`src/rtl/dmem_pkg.sv`:
```
// Shared definitions for the data-memory arbiter slice.
// Access-size encodings, requester port IDs, default widths and the
// lock-owner encoding used by the arbitration core.
package dmem_pkg;

    localparam int unsigned DEF_AW       = 32;
    localparam int unsigned DEF_DW       = 32;
    localparam int unsigned DEF_MAX_LOCK = 8;

    localparam logic [0:1] DSIZE_BYTE = 2'd0;
    localparam logic [0:1] DSIZE_HALF = 2'd1;
    localparam logic [0:1] DSIZE_WORD = 2'd2;

    localparam logic P_CPU = 1'b0;
    localparam logic P_DBG = 1'b1;

    typedef enum logic [1:0] {
        OWN_NONE = 2'd0,
        OWN_CPU  = 2'd1,
        OWN_DBG  = 2'd2
    } owner_e;

endpackage

```
`src/rtl/rr_arb2.sv`:
```
// Two-input round-robin arbiter with a bounded lock owner.
// Ports:
//   clk, reset        : clock, synchronous active-high reset
//   req0/req1         : requests
//   lock0/lock1       : keep ownership after this grant
//   gnt0/gnt1         : combinational one-hot (or zero) grant
// State: last granted port, current lock owner, consecutive locked grants.
module rr_arb2
    import dmem_pkg::*;
#(
    parameter int unsigned MAX_LOCK = DEF_MAX_LOCK
) (
    input  logic clk,
    input  logic reset,
    input  logic req0,
    input  logic req1,
    input  logic lock0,
    input  logic lock1,
    output logic gnt0,
    output logic gnt1
);

    localparam int unsigned CW  = $clog2(MAX_LOCK + 1);
    localparam int unsigned CW1 = CW + 1;
    localparam logic [CW-1:0] MAX_C = CW'(MAX_LOCK);
    localparam logic [CW:0]   MAX_W = CW1'(MAX_LOCK);

    logic          last, last_nxt;
    owner_e        owner, owner_nxt;
    logic [CW-1:0] lock_cnt, cnt_nxt, cnt_base;
    logic [CW:0]   cnt_inc;
    logic          own_ok, lock_g;

    // State register
    always_ff @(posedge clk) begin
        if (reset) begin
            last     <= P_DBG;
            owner    <= OWN_NONE;
            lock_cnt <= '0;
        end else begin
            last     <= last_nxt;
            owner    <= owner_nxt;
            lock_cnt <= cnt_nxt;
        end
    end

    // Grant selection and next-state
    always_comb begin
        gnt0      = 1'b0;
        gnt1      = 1'b0;
        last_nxt  = last;
        owner_nxt = OWN_NONE;
        cnt_nxt   = '0;
        cnt_base  = '0;
        cnt_inc   = '0;
        lock_g    = 1'b0;
        own_ok    = (lock_cnt < MAX_C);

        if (!reset) begin
            if (owner == OWN_CPU && req0 && own_ok) begin
                gnt0 = 1'b1;
            end else if (owner == OWN_DBG && req1 && own_ok) begin
                gnt1 = 1'b1;
            end else if (req0 && !req1) begin
                gnt0 = 1'b1;
            end else if (req1 && !req0) begin
                gnt1 = 1'b1;
            end else if (req0 && req1) begin
                if (last == P_CPU) gnt1 = 1'b1;
                else               gnt0 = 1'b1;
            end
        end

        // Any grant without a fresh lock (or reaching the bound) releases ownership;
        // a lock count restarts when ownership moves to the other port.
        if (gnt0 || gnt1) begin
            last_nxt = gnt1 ? P_DBG : P_CPU;
            lock_g   = gnt1 ? lock1 : lock0;
            cnt_base = (owner == (gnt1 ? OWN_DBG : OWN_CPU)) ? lock_cnt : '0;
            cnt_inc  = {1'b0, cnt_base} + CW1'(1);
            if (lock_g && (cnt_inc < MAX_W)) begin
                owner_nxt = gnt1 ? OWN_DBG : OWN_CPU;
                cnt_nxt   = cnt_inc[CW-1:0];
            end
        end
    end

endmodule

```
`src/rtl/dmem_arbiter.sv`:
```
// Shares one data-memory port between the CPU (port 0) and a loader/debug
// master (port 1): round-robin grants with bounded lock, registered read return.
// Ports:
//   clk, reset                       : clock, synchronous active-high reset
//   reqN/weN/addrN/wdataN/dsizeN/lockN : requester N transaction
//   gntN                             : combinational grant
//   rvalidN/rdataN                   : registered read response (latency 1)
//   mem_addr/mem_wData/mem_writeEnable/mem_dsize/mem_rData : dmem port
// Optional: DMEM_ARB_STATS_EN adds gnt_cnt0, gnt_cnt1, conflict_cnt counters.
module dmem_arbiter
    import dmem_pkg::*;
#(
    parameter int unsigned AW       = DEF_AW,
    parameter int unsigned DW       = DEF_DW,
    parameter int unsigned MAX_LOCK = DEF_MAX_LOCK
) (
    input  logic          clk,
    input  logic          reset,
    input  logic          req0,
    input  logic          req1,
    input  logic          we0,
    input  logic          we1,
    input  logic [0:AW-1] addr0,
    input  logic [0:AW-1] addr1,
    input  logic [0:DW-1] wdata0,
    input  logic [0:DW-1] wdata1,
    input  logic [0:1]    dsize0,
    input  logic [0:1]    dsize1,
    input  logic          lock0,
    input  logic          lock1,
    output logic          gnt0,
    output logic          gnt1,
    output logic          rvalid0,
    output logic          rvalid1,
    output logic [0:DW-1] rdata0,
    output logic [0:DW-1] rdata1,
    output logic [0:AW-1] mem_addr,
    output logic [0:DW-1] mem_wData,
    output logic          mem_writeEnable,
    output logic [0:1]    mem_dsize,
    input  logic [0:DW-1] mem_rData
`ifdef DMEM_ARB_STATS_EN
    ,
    output logic [0:31]   gnt_cnt0,
    output logic [0:31]   gnt_cnt1,
    output logic [0:31]   conflict_cnt
`endif
);

    rr_arb2 #(
        .MAX_LOCK (MAX_LOCK)
    ) u_arb (
        .clk   (clk),
        .reset (reset),
        .req0  (req0),
        .req1  (req1),
        .lock0 (lock0),
        .lock1 (lock1),
        .gnt0  (gnt0),
        .gnt1  (gnt1)
    );

    // Memory mux: port 0 drives the bus whenever port 1 is not granted
    always_comb begin
        if (gnt1) begin
            mem_addr  = addr1;
            mem_wData = wdata1;
            mem_dsize = dsize1;
        end else begin
            mem_addr  = addr0;
            mem_wData = wdata0;
            mem_dsize = dsize0;
        end
        mem_writeEnable = (gnt0 & we0) | (gnt1 & we1);
    end

    // Read response registers
    always_ff @(posedge clk) begin
        if (reset) begin
            rvalid0 <= 1'b0;
            rvalid1 <= 1'b0;
            rdata0  <= '0;
            rdata1  <= '0;
        end else begin
            rvalid0 <= gnt0 & ~we0;
            rvalid1 <= gnt1 & ~we1;
            if (gnt0 && !we0) rdata0 <= mem_rData;
            if (gnt1 && !we1) rdata1 <= mem_rData;
        end
    end

`ifdef DMEM_ARB_STATS_EN
    // Grant and contention counters, wrapping
    always_ff @(posedge clk) begin
        if (reset) begin
            gnt_cnt0     <= '0;
            gnt_cnt1     <= '0;
            conflict_cnt <= '0;
        end else begin
            if (gnt0)         gnt_cnt0     <= gnt_cnt0 + 32'd1;
            if (gnt1)         gnt_cnt1     <= gnt_cnt1 + 32'd1;
            if (req0 && req1) conflict_cnt <= conflict_cnt + 32'd1;
        end
    end
`endif

endmodule
```
`config.mk`:
```
export PLATFORM = sky130hd
export DESIGN_NAME = dmem_arbiter
export DESIGN_NICKNAME = d
export VERILOG_FILES = /design/src/rtl/dmem_pkg.sv /design/src/rtl/rr_arb2.sv /design/src/rtl/dmem_arbiter.sv
export SDC_FILE = /design/constraint.sdc
export NUM_CORES = 1
export LEC_CHECK = 0
export ABC_AREA = 1
export ABC_CLOCK_PERIOD_IN_PS = 3230
export BUFFER_PORTS_ARGS = -buffer_cell sky130_fd_sc_hd__clkbuf_2
export CAP_MARGIN = 20
export CORE_AREA = 2 2 118 120
export DETAILED_ROUTE_END_ITERATION = 7
export DIE_AREA = 0 0 120 122
export SYNTH_ARGS = -nofsm -noshare
export SYNTH_HDL_FRONTEND = slang
export SYNTH_SLANG_ARGS = --single-unit
```
`constraint.sdc`:
```
create_clock -name clk -period 3.23 [get_ports clk]
set_input_delay 0.4845 -clock clk [delete_from_list [all_inputs] [get_ports clk]]
set_output_delay 0.4845 -clock clk [all_outputs]
set_load 0.01 [all_outputs]
```
Yosys cells after proc, flatten, opt, wreduce, memory -nomap -nowiden
Index checks and enable logic that the tools add are counted.
{ "word_totals": {"reg_bits": 73, "latchBits": 0, "ramBits": 0, "rom_bits": 0, "input_bits": 172, "out_inout_bits": 135, "word_cells": 59, "memories": 0} }
{ "classes": {"addsub": 1, "n_mul": 0, "n_div": 0, "n_lt_le_gt_ge": 2, "eq_ne": 3, "shift": 0, "n_mux": 21, "bitwise": 9, "n_reduce_logical": 16} }
{ "ops": {"columns": ["operator", "count"], "rows": [
  ["32-bit two-way mux", 2],
  ["1-bit two-way mux", 16],
  ["1-bit logical AND", 10],
  ["4-bit by 1-bit adder with 5-bit output (second input constant)", 1],
  ["5-bit by 4-bit less-than comparator with 1-bit output (second input constant)", 1],
  ["1-bit bitwise AND", 4],
  ["1-bit logical NOT", 4],
  ["4-bit less-than comparator (second input constant)", 1],
  ["2-bit two-way mux", 2],
  ["4-bit two-way mux", 1],
  ["1-bit inverter", 4],
  ["3-bit OR reduction", 1],
  ["2-bit by 1-bit equality test with 1-bit output (second input constant)", 1],
  ["2-bit equality test", 1],
  ["2-bit equality test (second input constant)", 1],
  ["1-bit logical OR", 1],
  ["1-bit OR", 1]
]} }

Logic depth before layout (Yosys ltp)
{ "logic_depth": {"ltp_word": 15, "mapped_depth": 12, "depth_no_buf": 12} }

By module
Synthesis repeated with hierarchy kept, for this count alone.
{ "unflattened": {"cells_unflattened": 665, "hier_area_um2": 3948.8} }
{ "modules_own_cells": {"columns": ["mod", "n_inst", "cells_each", "area_each_um2", "seq_area_each_um2"], "rows": [
  ["dmem_arbiter", 1, 602, 3507.1, 1321.3],
  ["rr_arb2", 1, 63, 441.7, 140.1]
]} }

Least setup slack after synthesis
OpenSTA, ideal clock, no wires.
{ "synth_timing": {"kind": "input to output", "startpoint": "in reset", "endpoint": "out mem_addr[23] (netlist name)", "arrival_ns": 1.405, "required_ns": 2.745, "path_slack_ns": 1.340, "cell_stages": 8, "path_buffers": 3, "cell_sequence": "buf_2 nor2_4 nand2_4 inv_4 buf_4 buf_2 nand2_1 nand2_1"} }
{ "synth_via": {"elab_chain_cells": 2} }
{ "synth_rtl": {"columns": ["item", "line_no", "text"], "rows": [
  ["start: declaration", "dmem_arbiter.sv:18", "input logic reset,"],
  ["1-bit two-way mux", "rr_arb2.sv:59", "if (!reset) begin"],
  ["32-bit two-way mux", "dmem_arbiter.sv:65", "if (gnt1) begin"],
  ["end: declaration", "dmem_arbiter.sv:37", "output logic [0:AW-1] mem_addr,"]
]} }
No other way between the ends.

Worst setup path in the final report
{ "layout_timing": {"startpoint": "reg u_arb.owner[1]", "endpoint": "out mem_wData[12] (netlist name)"} }
{ "layout_via": {"elab_chain_cells": 7, "elab_cells_between_ends": 10, "cone_classes": "2 x eq/ne; 4 x mux; 4 x reduce/logical"} }
{ "layout_rtl": {"columns": ["item", "line_no", "text"], "rows": [
  ["start: declaration", "rr_arb2.sv:29", "owner_e owner, owner_nxt;"],
  ["start signal: assignment", "rr_arb2.sv:42", "owner <= owner_nxt;"],
  ["2-bit equality test", "rr_arb2.sv:62", "end else if (owner == OWN_DBG && req1 && own_ok) begin"],
  ["1-bit logical AND (2 in a row)", "rr_arb2.sv:62", null],
  ["1-bit two-way mux", "rr_arb2.sv:62", null],
  ["1-bit two-way mux (*)", "rr_arb2.sv:60", "if (owner == OWN_CPU && req0 && own_ok) begin"],
  ["1-bit two-way mux (*)", "rr_arb2.sv:59", null],
  ["32-bit two-way mux (*)", "dmem_arbiter.sv:65", null],
  ["end: declaration", "dmem_arbiter.sv:38", "output logic [0:DW-1] mem_wData,"]
]} }
Mark *: on every way between the ends. The rest lies on a longest branch, timed or not.

==> impl_metrics.py <==
metrics = {
    "yosys": {
        "yosysUniqueCellTypes": 28,
        "ys_ff_latch": 73,
        "syn-cell-area_sq_um": 3560,
        "yosysWarnings": 0,
        "seq_area_frac_synth_pct": 41.1,
        "syn-num-nets": 729,
        "synth_area_per_cell_sq_um": 6.40,
        "syn_inst": 556,
    },
    "layout": {
        "post_route_cells_drive_above_1_share_pct": 41.0,
        "nFillCells": 1465,
        "final_cell_mix": "nand2_1, clkbuf_2, dfxtp_1",
        "stdcell_area_sq_um": 5440,
        "syn2layout_area_growth_pct": 53.0,
        "seq_area_sq_um": 1460,
        "final_common_cell": "nand2_1",
        "final_nets": 1016,
        "multi_input_area_sq_um": 1830,
        "diodes": 0,
    },
    "sta": {
        "final-hold-violation-count": 0,
        "fin_crit_sh_pct": 80.8,
        "setup_ws_ps": 621,
        "max_slew_margin_pct": 53.2,
        "worstMarginPinSlew_ps": 702,
        "slew_violations": 0,
        "fin_crit_ps": 2610,
        "fin_skew_ps": 3.87,
        "rsz0062_at_grt": "false",
        "setup_viol": 0,
        "fmax_ghz": 0.383,
        "hold-worst-slack_ps": 383,
        "tns_ps": 0,
    },
    "route": {
        "ant_nets": 0,
        "firstDrtPassIters": 5,
        "wire_per_inst_microns": 12.1,
        "viasPerCell": 4.21,
        "routed_wl_mm": 12.4,
        "drt_iter0_markers": 176,
        "vias": 4332,
        "drc": 0,
    },
    "place": {
        "portBuffers": 306,
        "placed_area_sq_um": 5150,
        "hpwl_mm": 9.60,
        "place.gp.congestion": 0.760,
        "pre_cts_slack_ps": 523,
    },
    "critical_path": {
        "worstPathArrival_ps": 2120,
        "critical_path_class": "register to primary output",
        "worst_setup_path_start_kind": "register",
        "cp.required_ps": 2750,
        "r2r_end": "rdata1[11]",
        "end_kind": "primary output",
        "cp_max_fo": 69,
        "reg2reg_slack_ps": 770,
        "r2r_start": "u_arb.owner[1]",
        "r2r_cells": 10,
    },
    "floorplan": {
        "pin_count": 307,
        "initial_core_util_pct": 26.3,
        "rows": 43,
        "die-area_sq_um": 14600,
        "dieWidth_microns": 120,
        "die_h_microns": 122,
        "core-area_sq_um": 13500,
    },
    "hold_path": {
        "hold_depth": 3,
        "hold_path_startpoint": "mem_rData[9]",
        "hold_path.class": "input port to register",
        "min_to": "rdata0[9]",
    },
    "global_routing": {
        "grt_pass1_vias": 3925,
        "grt_use_total_pct": 16.3,
        "grt_pass1_wl_mm": 19.3,
        "antenna_found_initial": 0,
        "grt_max_degree": 70,
        "grt-ovfl-total": 0,
    },
    "outcome": {
        "status": "finished clean",
    },
    "clock_network": {
        "numCtsBuffers": 9,
        "cts_tree": "done",
        "ctsHoldBuffers": 0,
        "clockBufferDepth": 2,
        "ctsHtreeMaxLevel": 3,
        "root_buffer": "clkbuf_16",
        "cts_resized": 0,
        "cts.sinks": 73,
        "clock_latency_ps": 320,
        "clk_pin_slew_ps": 50,
        "post_cts_buffers": 0,
    },
    "power_and_ir_drop": {
        "ir_drop_mv": 0.294,
        "power_frac_comb_pct": 20.1,
        "p_leak_uw": 0.00300,
        "pwr-share-clk_pct": 39.9,
        "seqPwrFrac_pct": 40.0,
        "power.total_uw": 2400,
        "power_switching_uw": 659,
        "power_density_nw_per_um2": 442,
        "p_int_uw": 1740,
        "switching_share_pct": 27.4,
    },
    "run": {
        "maxCapViolations": 0,
    },
}
-- kinds of logic (layout without fill, tap and decap cells) --
kind of cell             count (synthesis)  after routing  synth area share (%)
AO/OA/AOI/OAI                           69             69                  11.0
other                                    1              1                 0.105
buffers and inverters                   50            342                  7.71
flip-flops                              73             73                  41.1
XOR/XNOR                                 1              1                 0.246
adder cells (fa/ha/maj)                  1              1                 0.352
AND/OR/NAND/NOR                        361            361                  39.5
-- power by group through the flow --
stage / Clock (uW) / Sequential, uW / Combinational, uW
2_1_floorplan: 0 / 996 / 229
3_3_place_gp: 0 / 980 / 490
3_5_place_dp: 0 / 980 / 489
4_1_cts: 981 / 962 / 491
5_1_grt: 1030 / 966 / 543
6_report: 959 / 961 / 483
-- worst max path at each step --
stage | startpoint | to | slack, ps
final | u_arb.owner[1] | mem_wData[12] | 620
after global routing | u_arb.owner[1] | mem_addr[25] | 370
after CTS | u_arb.owner[1] | mem_wData[12] | 610
after detailed placement | req1 | rdata1[14] | 520
after global placement | req1 | rdata1[4] | 560
after floorplan | reset | mem_addr[23] | 1340
-- cell type report --
cell class / count / area share (%)
flip-flops and latches: 73 / 26.9
multi-input cells: 433 / 33.5
clock inverters: 6 / 1.08
repair buffers: 310 / 28.9
clock buffers: 10 / 4.21
well taps: 180 / 4.14
inverters: 16 / 1.24
-- metal layers --
layer	vias to the layer above	wire length [microns]	track usage (%)
li1	2286	-	-
met1	1864	5050	18.4
met2	170	6010	28.4
met3	12	1190	6.09
met4	0	157	5.37
met5	-	0	0
-- critical path: stages (launching register included) --
cell and delay (ps):
dfxtp_1 300, inv_1 40, nor2_1 150, nand2_1 100, nand2_2 110, nand2_4 160, inv_4 540, nand2_1 120
nand2_1 90, clkbuf_2 140
-- synthesized netlist by cell type --
cell | number | area share [%]
nand2_4 | 2 | 0.63
clkbuf_1 | 11 | 1.2
o21ai_2 | 1 | 0.25
a31o_2 | 1 | 0.25
nand2_2 | 3 | 0.53
nand4_1 | 1 | 0.18
o21ai_0 | 3 | 0.42
inv_2 | 2 | 0.21
inv_1 | 12 | 1.3
nand3_1 | 5 | 0.70
clkinv_4 | 1 | 0.25
o211ai_1 | 1 | 0.21
conb_1 | 1 | 0.11
nand2_1 | 338 | 36
buf_2 | 12 | 1.7
buf_6 | 6 | 1.9
inv_4 | 1 | 0.18
nor2_4 | 2 | 0.63
nor2_2 | 1 | 0.18
buf_4 | 5 | 1.1
nor2_1 | 9 | 0.95
o21ai_1 | 30 | 4.2
ha_1 | 1 | 0.35
xor2_1 | 1 | 0.25
a21oi_2 | 9 | 2.2
dfxtp_1 | 73 | 41
a21oi_1 | 23 | 3.2
a21boi_1 | 1 | 0.21
-- state kept, by name, indices dropped and copies added, names as in the netlist --
register	count
rdata0	32
rdata1	32
rvalid1	1
u_arb.lock_cnt	4
rvalid0	1
u_arb.last	1
u_arb.owner	2
-- through the flow --
| stage | utilization (%) | cells |
|---|---|---|
| 2_1_floorplan | - | 556 |
| 3_3_place_gp | 38.2 | 1012 |
| 3_5_place_dp | 38.2 | 1012 |
| 4_1_cts | 40.3 | 1028 |
| 5_1_grt | 40.3 | 1028 |
| 6_report | 40.3 | 1028 |
No activity file was read; power rests on OpenSTA's default activity.
